## src/rtl/apb_master.sv

```systemverilog
// APB3/APB4 initiator: one valid/ready command in, one APB transfer out, one response back.
// Optional ACCESS-phase timeout is built when APB_MASTER_TIMEOUT_EN is defined.
module apb_master #(
  parameter int unsigned ADDR_W         = 12,
  parameter int unsigned DATA_W         = 32,
  parameter int unsigned TIMEOUT_CYCLES = 256
) (
  input  logic              clk,
  input  logic              reset,
  input  logic              cmd_valid_i,
  output logic              cmd_ready_o,
  input  logic              cmd_write_i,
  input  logic [ADDR_W-1:0] cmd_addr_i,
  input  logic [DATA_W-1:0] cmd_wdata_i,
  input  logic [3:0]        cmd_strb_i,
  output logic              rsp_valid_o,
  input  logic              rsp_ready_i,
  output logic [DATA_W-1:0] rsp_rdata_o,
  output logic              rsp_err_o,
  output logic              rsp_timeout_o,
  output logic              psel_o,
  output logic              penable_o,
  output logic              pwrite_o,
  output logic [ADDR_W-1:0] paddr_o,
  output logic [DATA_W-1:0] pwdata_o,
  output logic [3:0]        pstrb_o,
  input  logic [DATA_W-1:0] prdata_i,
  input  logic              pready_i,
  input  logic              pslverr_i
);

  if (DATA_W != 32) begin : gen_bad_data_w
    $error("apb_master: DATA_W must be 32");
  end
  if (TIMEOUT_CYCLES == 0) begin : gen_bad_timeout
    $error("apb_master: TIMEOUT_CYCLES must be non-zero");
  end

  typedef enum logic [1:0] {StIdle, StSetup, StAccess, StResp} state_e;

  state_e              state_q, state_d;
  logic                cmd_ready_q, cmd_ready_d;
  logic                psel_q, psel_d;
  logic                penable_q, penable_d;
  logic                pwrite_q, pwrite_d;
  logic [ADDR_W-1:0]   paddr_q, paddr_d;
  logic [DATA_W-1:0]   pwdata_q, pwdata_d;
  logic [3:0]          pstrb_q, pstrb_d;
  logic                rsp_valid_q, rsp_valid_d;
  logic [DATA_W-1:0]   rsp_rdata_q, rsp_rdata_d;
  logic                rsp_err_q, rsp_err_d;
  logic                rsp_timeout_q, rsp_timeout_d;
  logic                timeout_hit;

`ifdef APB_MASTER_TIMEOUT_EN
  localparam int unsigned CntW = $clog2(TIMEOUT_CYCLES + 1);

  logic [CntW-1:0] cnt_q, cnt_d;

  always_comb begin
    cnt_d = cnt_q;
    if (state_q == StSetup) begin
      cnt_d = '0;
    end else if (state_q == StAccess && !pready_i) begin
      cnt_d = cnt_q + 1'b1;
    end
  end

  // This wait cycle is the one that brings the count up to the limit.
  assign timeout_hit = (state_q == StAccess) && !pready_i &&
                       (cnt_q == CntW'(TIMEOUT_CYCLES - 1));

  always_ff @(posedge clk or posedge reset) begin
    if (reset) begin
      cnt_q <= '0;
    end else begin
      cnt_q <= cnt_d;
    end
  end
`else
  assign timeout_hit = 1'b0;
`endif

  always_comb begin
    state_d       = state_q;
    cmd_ready_d   = cmd_ready_q;
    psel_d        = psel_q;
    penable_d     = penable_q;
    pwrite_d      = pwrite_q;
    paddr_d       = paddr_q;
    pwdata_d      = pwdata_q;
    pstrb_d       = pstrb_q;
    rsp_valid_d   = rsp_valid_q;
    rsp_rdata_d   = rsp_rdata_q;
    rsp_err_d     = rsp_err_q;
    rsp_timeout_d = rsp_timeout_q;

    case (state_q)
      StIdle: begin
        // cmd_ready_q is still low in the first cycle after reset, so it gates the handshake.
        if (cmd_valid_i && cmd_ready_q) begin
          cmd_ready_d   = 1'b0;
          pwrite_d      = cmd_write_i;
          paddr_d       = cmd_addr_i;
          pwdata_d      = cmd_wdata_i;
          rsp_rdata_d   = '0;
          rsp_timeout_d = 1'b0;
          if (cmd_addr_i[1:0] != 2'b00) begin
            state_d     = StResp;
            pstrb_d     = 4'b0000;
            rsp_valid_d = 1'b1;
            rsp_err_d   = 1'b1;
          end else begin
            state_d   = StSetup;
            psel_d    = 1'b1;
            pstrb_d   = cmd_write_i ? cmd_strb_i : 4'b0000;
            rsp_err_d = 1'b0;
          end
        end else begin
          cmd_ready_d = 1'b1;
        end
      end
      StSetup: begin
        state_d   = StAccess;
        penable_d = 1'b1;
      end
      StAccess: begin
        if (pready_i || timeout_hit) begin
          state_d     = StResp;
          psel_d      = 1'b0;
          penable_d   = 1'b0;
          pstrb_d     = 4'b0000;
          rsp_valid_d = 1'b1;
          if (pready_i) begin
            rsp_err_d   = pslverr_i;
            rsp_rdata_d = (!pwrite_q && !pslverr_i) ? prdata_i : '0;
          end else begin
            rsp_err_d     = 1'b1;
            rsp_timeout_d = 1'b1;
            rsp_rdata_d   = '0;
          end
        end
      end
      StResp: begin
        if (rsp_ready_i) begin
          state_d     = StIdle;
          rsp_valid_d = 1'b0;
          cmd_ready_d = 1'b1;
        end
      end
      default: state_d = StIdle;
    endcase
  end

  always_ff @(posedge clk or posedge reset) begin
    if (reset) begin
      state_q       <= StIdle;
      cmd_ready_q   <= 1'b0;
      psel_q        <= 1'b0;
      penable_q     <= 1'b0;
      pwrite_q      <= 1'b0;
      paddr_q       <= '0;
      pwdata_q      <= '0;
      pstrb_q       <= 4'b0000;
      rsp_valid_q   <= 1'b0;
      rsp_rdata_q   <= '0;
      rsp_err_q     <= 1'b0;
      rsp_timeout_q <= 1'b0;
    end else begin
      state_q       <= state_d;
      cmd_ready_q   <= cmd_ready_d;
      psel_q        <= psel_d;
      penable_q     <= penable_d;
      pwrite_q      <= pwrite_d;
      paddr_q       <= paddr_d;
      pwdata_q      <= pwdata_d;
      pstrb_q       <= pstrb_d;
      rsp_valid_q   <= rsp_valid_d;
      rsp_rdata_q   <= rsp_rdata_d;
      rsp_err_q     <= rsp_err_d;
      rsp_timeout_q <= rsp_timeout_d;
    end
  end

  assign cmd_ready_o   = cmd_ready_q;
  assign psel_o        = psel_q;
  assign penable_o     = penable_q;
  assign pwrite_o      = pwrite_q;
  assign paddr_o       = paddr_q;
  assign pwdata_o      = pwdata_q;
  assign pstrb_o       = pstrb_q;
  assign rsp_valid_o   = rsp_valid_q;
  assign rsp_rdata_o   = rsp_rdata_q;
  assign rsp_err_o     = rsp_err_q;
  assign rsp_timeout_o = rsp_timeout_q;

endmodule

```

## config.mk

```make
export PLATFORM = sky130hd
export DESIGN_NAME = apb_master
export DESIGN_NICKNAME = d
export VERILOG_FILES = /design/src/rtl/apb_master.sv
export SDC_FILE = /design/constraint.sdc
export NUM_CORES = 1
export LEC_CHECK = 0
export CORE_ASPECT_RATIO = 1.75
export CORE_MARGIN = 4
export CORE_UTILIZATION = 60
export DETAILED_ROUTE_END_ITERATION = 10
export DONT_BUFFER_PORTS = 1
export GPL_TIMING_DRIVEN = 0
export PLACE_DENSITY = 0.76
export SLEW_MARGIN = 20
export SYNTH_ARGS = -nofsm -noshare
export SYNTH_HDL_FRONTEND = slang
export SYNTH_SLANG_ARGS = --single-unit
```

## constraint.sdc

```tcl
create_clock -name clk -period 2.9 [get_ports clk]
set_input_delay 0.29 -clock clk [delete_from_list [all_inputs] [get_ports clk]]
set_output_delay 0.29 -clock clk [all_outputs]
set_load 0.1 [all_outputs]
```

==> metrics.md, run 1 <==
| Metric | Value |
|---|---|
| Synth Area per Inst | `approximately 13 um^2` |
| Post-route ant nets | `0` |
| Clk slew on worst S/H paths | `about 0.09 ns` |
| Max Cap Viol | `0` |
| FF-to-FF End | `pwdata_o[7]` |
| Clock latency on the worst-skew pair | `0.35 ns` |
| F_max | `around 450 MHz` |
| Clock sinks | `roughly 90` |
| Finish-stage setup viols | `0` |
| Starting Density | `0.629` |
| Core Rows | `37` |
| First-pass GRT wire length | `~12000 um` |
| Vias in the first global route | `between 2000 and 2500` |
| Vias/cell | `between 5 and 6` |
| Worst EP required | `roughly 3.1 ns` |
| Yosys warning count | `0` |
| Worst reg2reg path depth | `3` |
| Die X | `roughly 68 um` |
| Input/output buffers | `0` |
| Placed Cells | `376` |
| Worst clock skew | `~0.016 ns` |
| Number of unique standard cell types used by synthesis | `30` |
| Worst EP arrival | `~2.5 ns` |
| Synth Instances | `approximately 300` |
| Drt total wl | `~7800 um` |
| Die height | `~110 um` |
| Fin crit period | `between 2 and 2.5 ns` |
| Detailed Place HPWL | `between 5000 and 6000 um` |
| TritonRoute pass-1 iters | `4` |
| Total Routing Usage GR | `0.207` |
| Final setup margin | `between 0.6 and 0.7 ns` |
| Clock buffer depth | `2` |
| Vias | `between 2000 and 2500` |
| Most common cell after layout, fill and taps aside | `dfrtp_1` |
| Clock tree from TritonCTS | `done` |
| CTS buffer count | `9` |
| Drt drc | `0` |
| Total core area | `roughly 6000 um^2` |
| EDFF count, synth | `0` |
| Layout Nets | `between 400 and 500` |
| Crit Path Class | `reg -> reg` |
| CP endpoint | `pwdata_o[7]` |
| Hold path startpoint | `pready_i` |
| Post-synth ARST share | `1.00` |
| Initial antenna violation count | `0` |
| CP Max Fanout | `10` |
| Finished Core Util | `0.691` |
| I/O pins | `around 170` |
| Slew headroom | `0.286` |
| Seq/Total Area, Yosys | `0.586` |
| Crit end category | `register` |
| Worst hold stages | `1` |
| Largest net degree at the start of global routing | `50` |
| Commonest cells after routing, fill and taps aside | `dfrtp_1 (88), mux2_2 (47), inv_1 (40), mux2i_1 (36), nand2_1 (35)` |
| DR WL/cell | `between 15 and 20 um` |
| Syn_nets | `389` |
| Initial DRC count | `between 90 and 100` |
| Total gr overflow | `0` |
| CP startpoint kind | `register` |
| Register bit count reported by yosys | `88` |
| Synth Cell Area | `between 3000 and 4000 um^2` |
| Pre-CTS setup slack | `0.631 ns` |
| Non-Filler Instances | `just under 400` |
| RSZ-0062 raised after global routing | `false` |
| Final Hold Viols | `0` |
| Most used DFF post-synth | `dfrtp_1` |
| Gpl congestion | `roughly 0.79` |
| Critical path launch point | `cmd_ready_o` |
| Worst R2R Setup Slack | `between 0.6 and 0.7 ns` |
| Final period util | `0.774` |
| Slew Limit Fails | `0` |
| Worst slew pin tran | `around 1.1 ns` |
| Status | `finished, final reports clean` |
| Fraction of layout cells with a size suffix above 1 | `0.255` |
| Clk root buf | `clkbuf_8` |
| Die area | `roughly 7600 um^2` |
| Area grow syn2layout | `9.93%` |
| Worst min-delay path category | `in -> reg` |
| Htree depth | `3` |
| # diodes | `0` |
| CTS resizes | `0` |
| RR Startpoint | `cmd_ready_o` |
==> state kept, by name (all words and copies together), names as in the netlist <==
name and count:
cmd_ready_o 1, paddr_o 12, penable_o 1, psel_o 1, pstrb_o 4, pwdata_o 32, pwrite_o 1, rsp_err_o 1
rsp_rdata_o 32, rsp_valid_o 1, state_q 2
==> cell type report <==
cell class              count  area, um^2
clock inverters             3        90.1
inverters                  41         156
well taps                  78        97.6
fillers                   425        1840
multi-input cells         155        1310
plain buffers              13        92.6
repair buffers              2        37.5
flip-flops and latches     88        2200
clock buffers              12         145
==> worst max-delay path, cell delays in order, from the launching register on <==
cell     delay (ns)
dfrtp_1        1.06
nand3_2        0.42
buf_2          0.33
mux2_2         0.30
==> per-layer routing <==
layer	share of wire	track usage	routed length, um	vias to the layer above
met2	0.52	0.350	4030	122
met1	0.32	0.201	2520	1030
met3	0.13	0.114	1020	15
li1	-	-	-	996
met4	0.025	0.0863	194	0
met5	0	0	0	-
==> cell usage after synthesis (2+ instances only) <==
library cell / count / area, um^2
dfrtp_1: 88 / 2200
mux2_2: 47 / 529
inv_1: 41 / 154
mux2i_1: 36 / 360
nand2_1: 35 / 131
buf_2: 8 / 40.0
o21ai_0: 6 / 30.0
ha_1: 5 / 62.6
nor2_1: 5 / 18.8
buf_6: 4 / 45.0
a21oi_1: 2 / 10.0
nor3_1: 2 / 10.0
==> how the worst min path moves through the flow <==
stage	to	slack, ns
global route	penable_o	0.04
global placement	penable_o	0.40
detailed placement	rsp_rdata_o[10]	0.24
finish	penable_o	0.04
CTS	penable_o	0.03
floorplan	penable_o	0.40
==> cell families after synthesis <==
kind of cell | count (synthesis) | share of synthesized area
flip-flops | 88 | 0.586
multiplexers | 83 | 0.237
buffers and inverters | 54 | 0.0656
AND/OR/NAND/NOR | 53 | 0.0690
AO/OA/AOI/OAI | 13 | 0.0243
adder cells (fa/ha/maj) | 5 | 0.0167
other | 1 | 0.000999
==> repair_timing <==
action	CTS	global route
buffers inserted	0	0
hold endpoints to repair	39	0
hold buffers	1	0
==> stage by stage <==
step	area, um^2	TNS, ns	hold WS (ns)
2_1_floorplan	3750	0	0.400
3_3_place_gp	3850	-45.27	0.403
3_5_place_dp	3880	0	0.239
4_1_cts	4130	0	0.0292
5_1_grt	4130	0	0.0384
6_report	4130	0	0.0404
Power of run 1 is not shown: default switching activity piles up to over one toggle a cycle in this logic, so the estimate is an artifact.
==> run 2, diff against run 1 <==
- ABC_AREA: not set -> 1
- clock period: 2.9 -> 2.19 ns (I/O delays scaled with it)
==> metrics.md, run 2 <==
| Metric | Value |
|---|---|
| Clock latency on the worst-skew pair | `0.35 ns (about the same)` |
| Crit end category | `register` |
| Input/output buffers | `0 (unchanged)` |
| Drt drc | `0 (unchanged)` |
| EDFF count, synth | `0 (unchanged)` |
| Slew Limit Fails | `0 (unchanged)` |
| Detailed Place HPWL | `6420 um (+8.5%)` |
| Post-route ant nets | `0 (unchanged)` |
| Clock buffer depth | `2 (unchanged)` |
| Clock sinks | `88 (unchanged)` |
| Clock tree from TritonCTS | `done` |
| Final setup margin | `0.345 ns (-0.311 ns)` |
| Synth Cell Area | `3710 um^2 (-1.1%)` |
| First-pass GRT wire length | `14600 um (+25%)` |
| Fin crit period | `1.84 ns (-0.399 ns)` |
| Clk slew on worst S/H paths | `0.08 ns (about the same)` |
| Final period util | `0.842 (+0.0686)` |
| Die height | `112 um (-0.51%)` |
| Yosys top cell area share | `0.593 (+0.00652)` |
| Largest net degree at the start of global routing | `33 (-34%)` |
| Total gr overflow | `0 (unchanged)` |
| Seq. cell area | `2200 um^2 (about the same)` |
| CP Max Fanout | `10 (unchanged)` |
| # diodes | `0 (unchanged)` |
| CTS buffer count | `9 (unchanged)` |
| Die X | `67.5 um (-0.49%)` |
| Multi-input logic area | `1160 um^2 (-11%)` |
| Vias | `2855 (+32%)` |
| Drt total wl | `9150 um (+18%)` |
| Crit Path Class | `reg -> reg` |
| Worst EP required | `2.40 ns (-0.73 ns)` |
| Total Routing Usage GR | `0.255 (+0.0481)` |
| Commonest cells post-synth | `nand2_1 (129), dfrtp_1 (88), o21ai_0 (54)` |
| Initial antenna violation count | `0 (unchanged)` |
| Worst EP arrival | `2.06 ns (-0.42 ns)` |
| Yosys warning count | `0 (unchanged)` |
| CP startpoint kind | `register` |
| Clk root buf | `clkbuf_8` |
| Top-count cell post-synth | `nand2_1` |
| Filler Cell Count | `447 (+5.2%)` |
| Fraction of layout cells with a size suffix above 1 | `0.0933 (-0.162)` |
| Largest cells by area after synthesis | `dfrtp_1 (59%), nand2_1 (13%), o21ai_0 (7.3%)` |
| Synth Instances | `406 (+37%)` |
| Status | `finished, final reports clean` |
| I/O pins | `174 (unchanged)` |
| Worst clock skew | `0.00397 ns (-0.0123 ns)` |
| Post-synth top area cell | `dfrtp_1` |
| Finish-stage setup viols | `0 (unchanged)` |
| Commonest cells after routing, fill and taps aside | `nand2_1 (129), dfrtp_1 (87), o21ai_0 (54), inv_1 (52), dlygate4sd3_1 (38)` |
| Total core area | `5930 um^2 (-0.78%)` |
| Htree depth | `3 (unchanged)` |
| Layout Nets | `549 (+37%)` |
| DR WL/cell | `17.0 um (-14%)` |
| RSZ-0062 raised after global routing | `false` |
| Starting Density | `0.627 (-0.00206)` |
| Synth Area per Inst | `9.15 um^2 (-28%)` |
| Most common cell after layout, fill and taps aside | `nand2_1` |
| Syn_nets | `498 (+28%)` |
| F_max | `542 MHz (+22%)` |
| Final Hold Viols | `0 (unchanged)` |
| Core Rows | `37 (unchanged)` |
| Seq/Total Area, Yosys | `0.593 (+0.00652)` |
| Most used DFF post-synth | `dfrtp_1` |
| TritonRoute pass-1 iters | `7 (+3)` |
| Slew headroom | `0.308 (+0.0221)` |
| Postcts setup bufs | `0 (unchanged)` |
| Number of unique standard cell types used by synthesis | `23 (-23%)` |
| Worst slew pin tran | `1.04 ns (-0.0331 ns)` |
| Gpl congestion | `0.836 (+5.8%)` |
| Register bit count reported by yosys | `88 (unchanged)` |
| Initial DRC count | `122 (+31%)` |
| Vias/cell | `5.30 (-4.0%)` |
| Vias in the first global route | `3036 (+25%)` |
| Die area | `7560 um^2 (-0.99%)` |
| Worst min-delay path category | `in -> reg` |
| Post-synth ARST share | `1.00 (unchanged)` |
| Pre-CTS setup slack | `-0.0197 ns (-0.650 ns)` |
| Max Cap Viol | `0 (unchanged)` |
| Area grow syn2layout | `18.1%` |
-- run 2: metal layers --
metal / GRT usage / wire [um] / vias up
li1: - / - / 1361
met1: 0.258 / 3020 / 1320
met2: 0.440 / 4870 / 142
met3: 0.0911 / 956 / 32
met4: 0.130 / 311 / 0
met5: 0 / 0 / -
-- run 2: worst paths after layout --
check / start / end / slack [ns] / cells past startpoint
setup / recovery: cmd_ready_o / paddr_o[9] / 0.35 / 4
hold / removal: cmd_addr_i[11] / paddr_o[11] / 0.009 / 2
setup reg to reg: cmd_ready_o / paddr_o[9] / 0.35 / 4
hold reg to reg: state_q[1] / state_q[1] / 0.55 / 2
max in group asynchronous: reset / cmd_ready_o / 1.18 / 3
min in group asynchronous: reset / rsp_rdata_o[21] / 0.43 / 2
-- run 2: critical path, cell delays in order, from the launching register on --
cell and delay, ns:
dfrtp_2 0.71, nand3_1 0.42, clkbuf_1 0.32, nand2_1 0.13, o21ai_0 0.13
-- run 2: final cells by class --
class	count	area share
multi-input cells	243	0.265
plain buffers	21	0.0340
clock inverters	1	0.00114
well taps	78	0.0223
clock buffers	14	0.0325
repair buffers	40	0.0959
inverters	54	0.0471
flip-flops and latches	88	0.503
-- run 2: what timing repair did --
item | 4_1_cts | 5_1_grt
hold buffers | 38 | 0
resized for setup | 1 | 0
endpoints found under the hold margin | 62 | 0
setup endpoints to repair | 13 | 0
-- run 2: cells by family (layout without fill, tap and decap cells) --
logic type	after synthesis	in the layout	synth area share
simple gates	146	146	0.159
compound gates	91	91	0.136
flops	88	88	0.593
buf+inv	75	130	0.0947
fa+ha+maj	5	5	0.0168
other cells	1	1	0.00101
-- run 2: through the flow --
stage / setup TNS (ns) / hold WS [ns] / util / cells / area (um^2)
after floorplan: 0 / 0.353 / - / 406 / 3720
after global placement: 0 / 0.357 / 0.644 / 484 / 3810
after detailed placement: -0.140 / 0.205 / 0.651 / 486 / 3850
after CTS: 0 / 0.000458 / 0.740 / 539 / 4380
after global routing: 0 / 0.00379 / 0.740 / 539 / 4380
final: 0 / 0.00943 / 0.740 / 539 / 4380
Power of run 2 is left out for the same reason.
==> run 3, diff against run 2 <==
- clock period: 2.19 -> 1.9 ns (I/O delays scaled with it)
==> metrics.md, run 3 (synthesized netlist as in run 2, its figures left out) <==
| Metric | Value |
|---|---|
| Status | `finished, final reports clean` |
| Placed Cells | `486 (unchanged)` |
| Drt total wl | `10300 um (+12%)` |
| Clock buffer depth | `2 (unchanged)` |
| Worst slew pin tran | `1.03 ns (-0.00453 ns)` |
| Worst EP required | `2.18 ns (-0.22 ns)` |
| Finish-stage setup viols | `0 (unchanged)` |
| Slowest stage delay, CP | `0.79 ns (+0.08 ns)` |
| Core Rows | `37 (unchanged)` |
| Worst clock skew | `0.00695 ns (+0.00298 ns)` |
| Post-route ant nets | `0 (unchanged)` |
| Area grow syn2layout | `28.9%` |
| Crit end category | `register` |
| CP Max Fanout | `10 (unchanged)` |
| Clock tree from TritonCTS | `done` |
| Clock sinks | `88 (unchanged)` |
| Total core area | `5930 um^2 (unchanged)` |
| Vias in the first global route | `3267 (+7.6%)` |
| CTS buffer count | `9 (unchanged)` |
| Die X | `67.5 um (unchanged)` |
| Input/output buffers | `0 (unchanged)` |
| Slew headroom | `0.311 (+0.00302)` |
| Total gr overflow | `0 (unchanged)` |
| Crit Path Class | `reg -> reg` |
| Slew Limit Fails | `0 (unchanged)` |
| CP Cell Sequence | `nor3_4 -> clkbuf_4 -> nand2_1 -> o21ai_2` |
| Total Routing Usage GR | `0.284 (+0.0293)` |
| First-pass GRT wire length | `16200 um (+11%)` |
| Initial antenna violation count | `1 (+1)` |
| Die height | `112 um (unchanged)` |
| Fin crit period | `1.74 ns (-0.102 ns)` |
| Final Hold Viols | `0 (unchanged)` |
| TritonRoute pass-1 iters | `5 (-2)` |
| Filler Cell Count | `369 (-17%)` |
| Commonest cells after routing, fill and taps aside | `nand2_1 (129), dfrtp_1 (87), dlygate4sd3_1 (77), o21ai_0 (54), inv_1 (52)` |
| Gpl congestion | `0.836 (unchanged)` |
| Vias | `3052 (+6.9%)` |
| Max Cap Viol | `0 (unchanged)` |
| Final Cell Area | `4790 um^2 (+9.2%)` |
| Fraction of layout cells with a size suffix above 1 | `0.0880 (-0.00528)` |
| Final period util | `0.917 (+0.0751)` |
| CP top delay family | `flip-flops` |
| Clk slew on worst S/H paths | `0.08 ns (about the same)` |
| Clk root buf | `clkbuf_8` |
| Htree depth | `3 (unchanged)` |
| Area post-placement | `3850 um^2 (unchanged)` |
| F_max | `574 MHz (+5.8%)` |
| Die area | `7560 um^2 (unchanged)` |
| Largest net degree at the start of global routing | `33 (unchanged)` |
| Initial DRC count | `164 (+34%)` |
| Worst min-delay path category | `in -> reg` |
| Slowest CP cell | `dfrtp_1` |
| Vias/cell | `5.26 (-0.66%)` |
| Most common cell after layout, fill and taps aside | `nand2_1` |
| RSZ-0062 raised after global routing | `false` |
| Layout Nets | `588 (+7.1%)` |
| Clock latency on the worst-skew pair | `0.35 ns (about the same)` |
| Finished Core Util | `0.808 (+0.0680)` |
| CP startpoint kind | `register` |
| Critical path buffers and inverters | `1 (unchanged)` |
| Non-Filler Instances | `580 (+7.6%)` |
| Detailed Place HPWL | `6420 um (unchanged)` |
| Starting Density | `0.627 (unchanged)` |
| I/O pins | `174 (unchanged)` |
| Worst EP arrival | `2.03 ns (-0.03 ns)` |
| Drt drc | `0 (unchanged)` |
| DR WL/cell | `17.7 um (+4.1%)` |
run 3: cell count changes in the layout (fill, tap and decap cells not counted), sizes merged:
cell	previous run	this run
buf	13	12
dlygate4sd3	38	77
clkbuf	24	25
diode	0	2
run 3: layout make-up:
| cell class | instances | area [um^2] | share of cell area |
|---|---|---|---|
| diodes | 2 | 5.00 | 0.00105 |
| clock buffers | 14 | 143 | 0.0298 |
| repair buffers | 79 | 811 | 0.169 |
| multi-input cells | 243 | 1160 | 0.243 |
| inverters | 54 | 206 | 0.0431 |
| plain buffers | 21 | 151 | 0.0316 |
| clock inverters | 1 | 5.00 | 0.00105 |
| well taps | 78 | 97.6 | 0.0204 |
| flip-flops and latches | 88 | 2200 | 0.460 |
run 3: through the flow:
stage                     hold WS, ns  setup WS, ns  setup TNS [ns]
after floorplan                 0.324        0.0510               0
after global placement          0.328        -0.270          -12.43
after detailed placement        0.176        -0.310          -14.91
after CTS                     0.00275        0.0699               0
after global routing           0.0150       0.00271               0
final                         0.00542         0.157               0
run 3: timing repair:
item	4_1_cts	5_1_grt
gates resized for setup	1	2
endpoints found under the setup margin	82	44
hold buffers	76	1
endpoints found under the hold margin	100	1
buffers inserted	0	0
run 3: worst reg2reg max path, stage by stage, from the launching register on:
cell and delay [ns]:
dfrtp_1 0.79, nor3_4 0.41, clkbuf_4 0.26, nand2_1 0.09, o21ai_2 0.13
run 3: layer usage:
metal | global-route usage | part of all wire | vias up
li1 | - | - | 1439
met1 | 0.299 | 0.34 | 1454
met2 | 0.500 | 0.54 | 142
met3 | 0.0881 | 0.096 | 17
met4 | 0.125 | 0.023 | 0
met5 | 0 | 0 | -
run 3: path summary, 6_finish.rpt:
check / start / depth (start not counted) / slack, ns / end
hold / removal: cmd_addr_i[10] / 2 / 0.005 / paddr_o[10]
max in group asynchronous: reset / 3 / 0.92 / cmd_ready_o
min in group asynchronous: reset / 2 / 0.41 / pwdata_o[15]
setup / recovery: pwrite_o / 4 / 0.16 / rsp_rdata_o[6]
setup reg to reg: pwrite_o / 4 / 0.16 / rsp_rdata_o[6]
hold reg to reg: state_q[1] / 2 / 0.55 / state_q[1]
Power of run 3 is left out for the same reason.
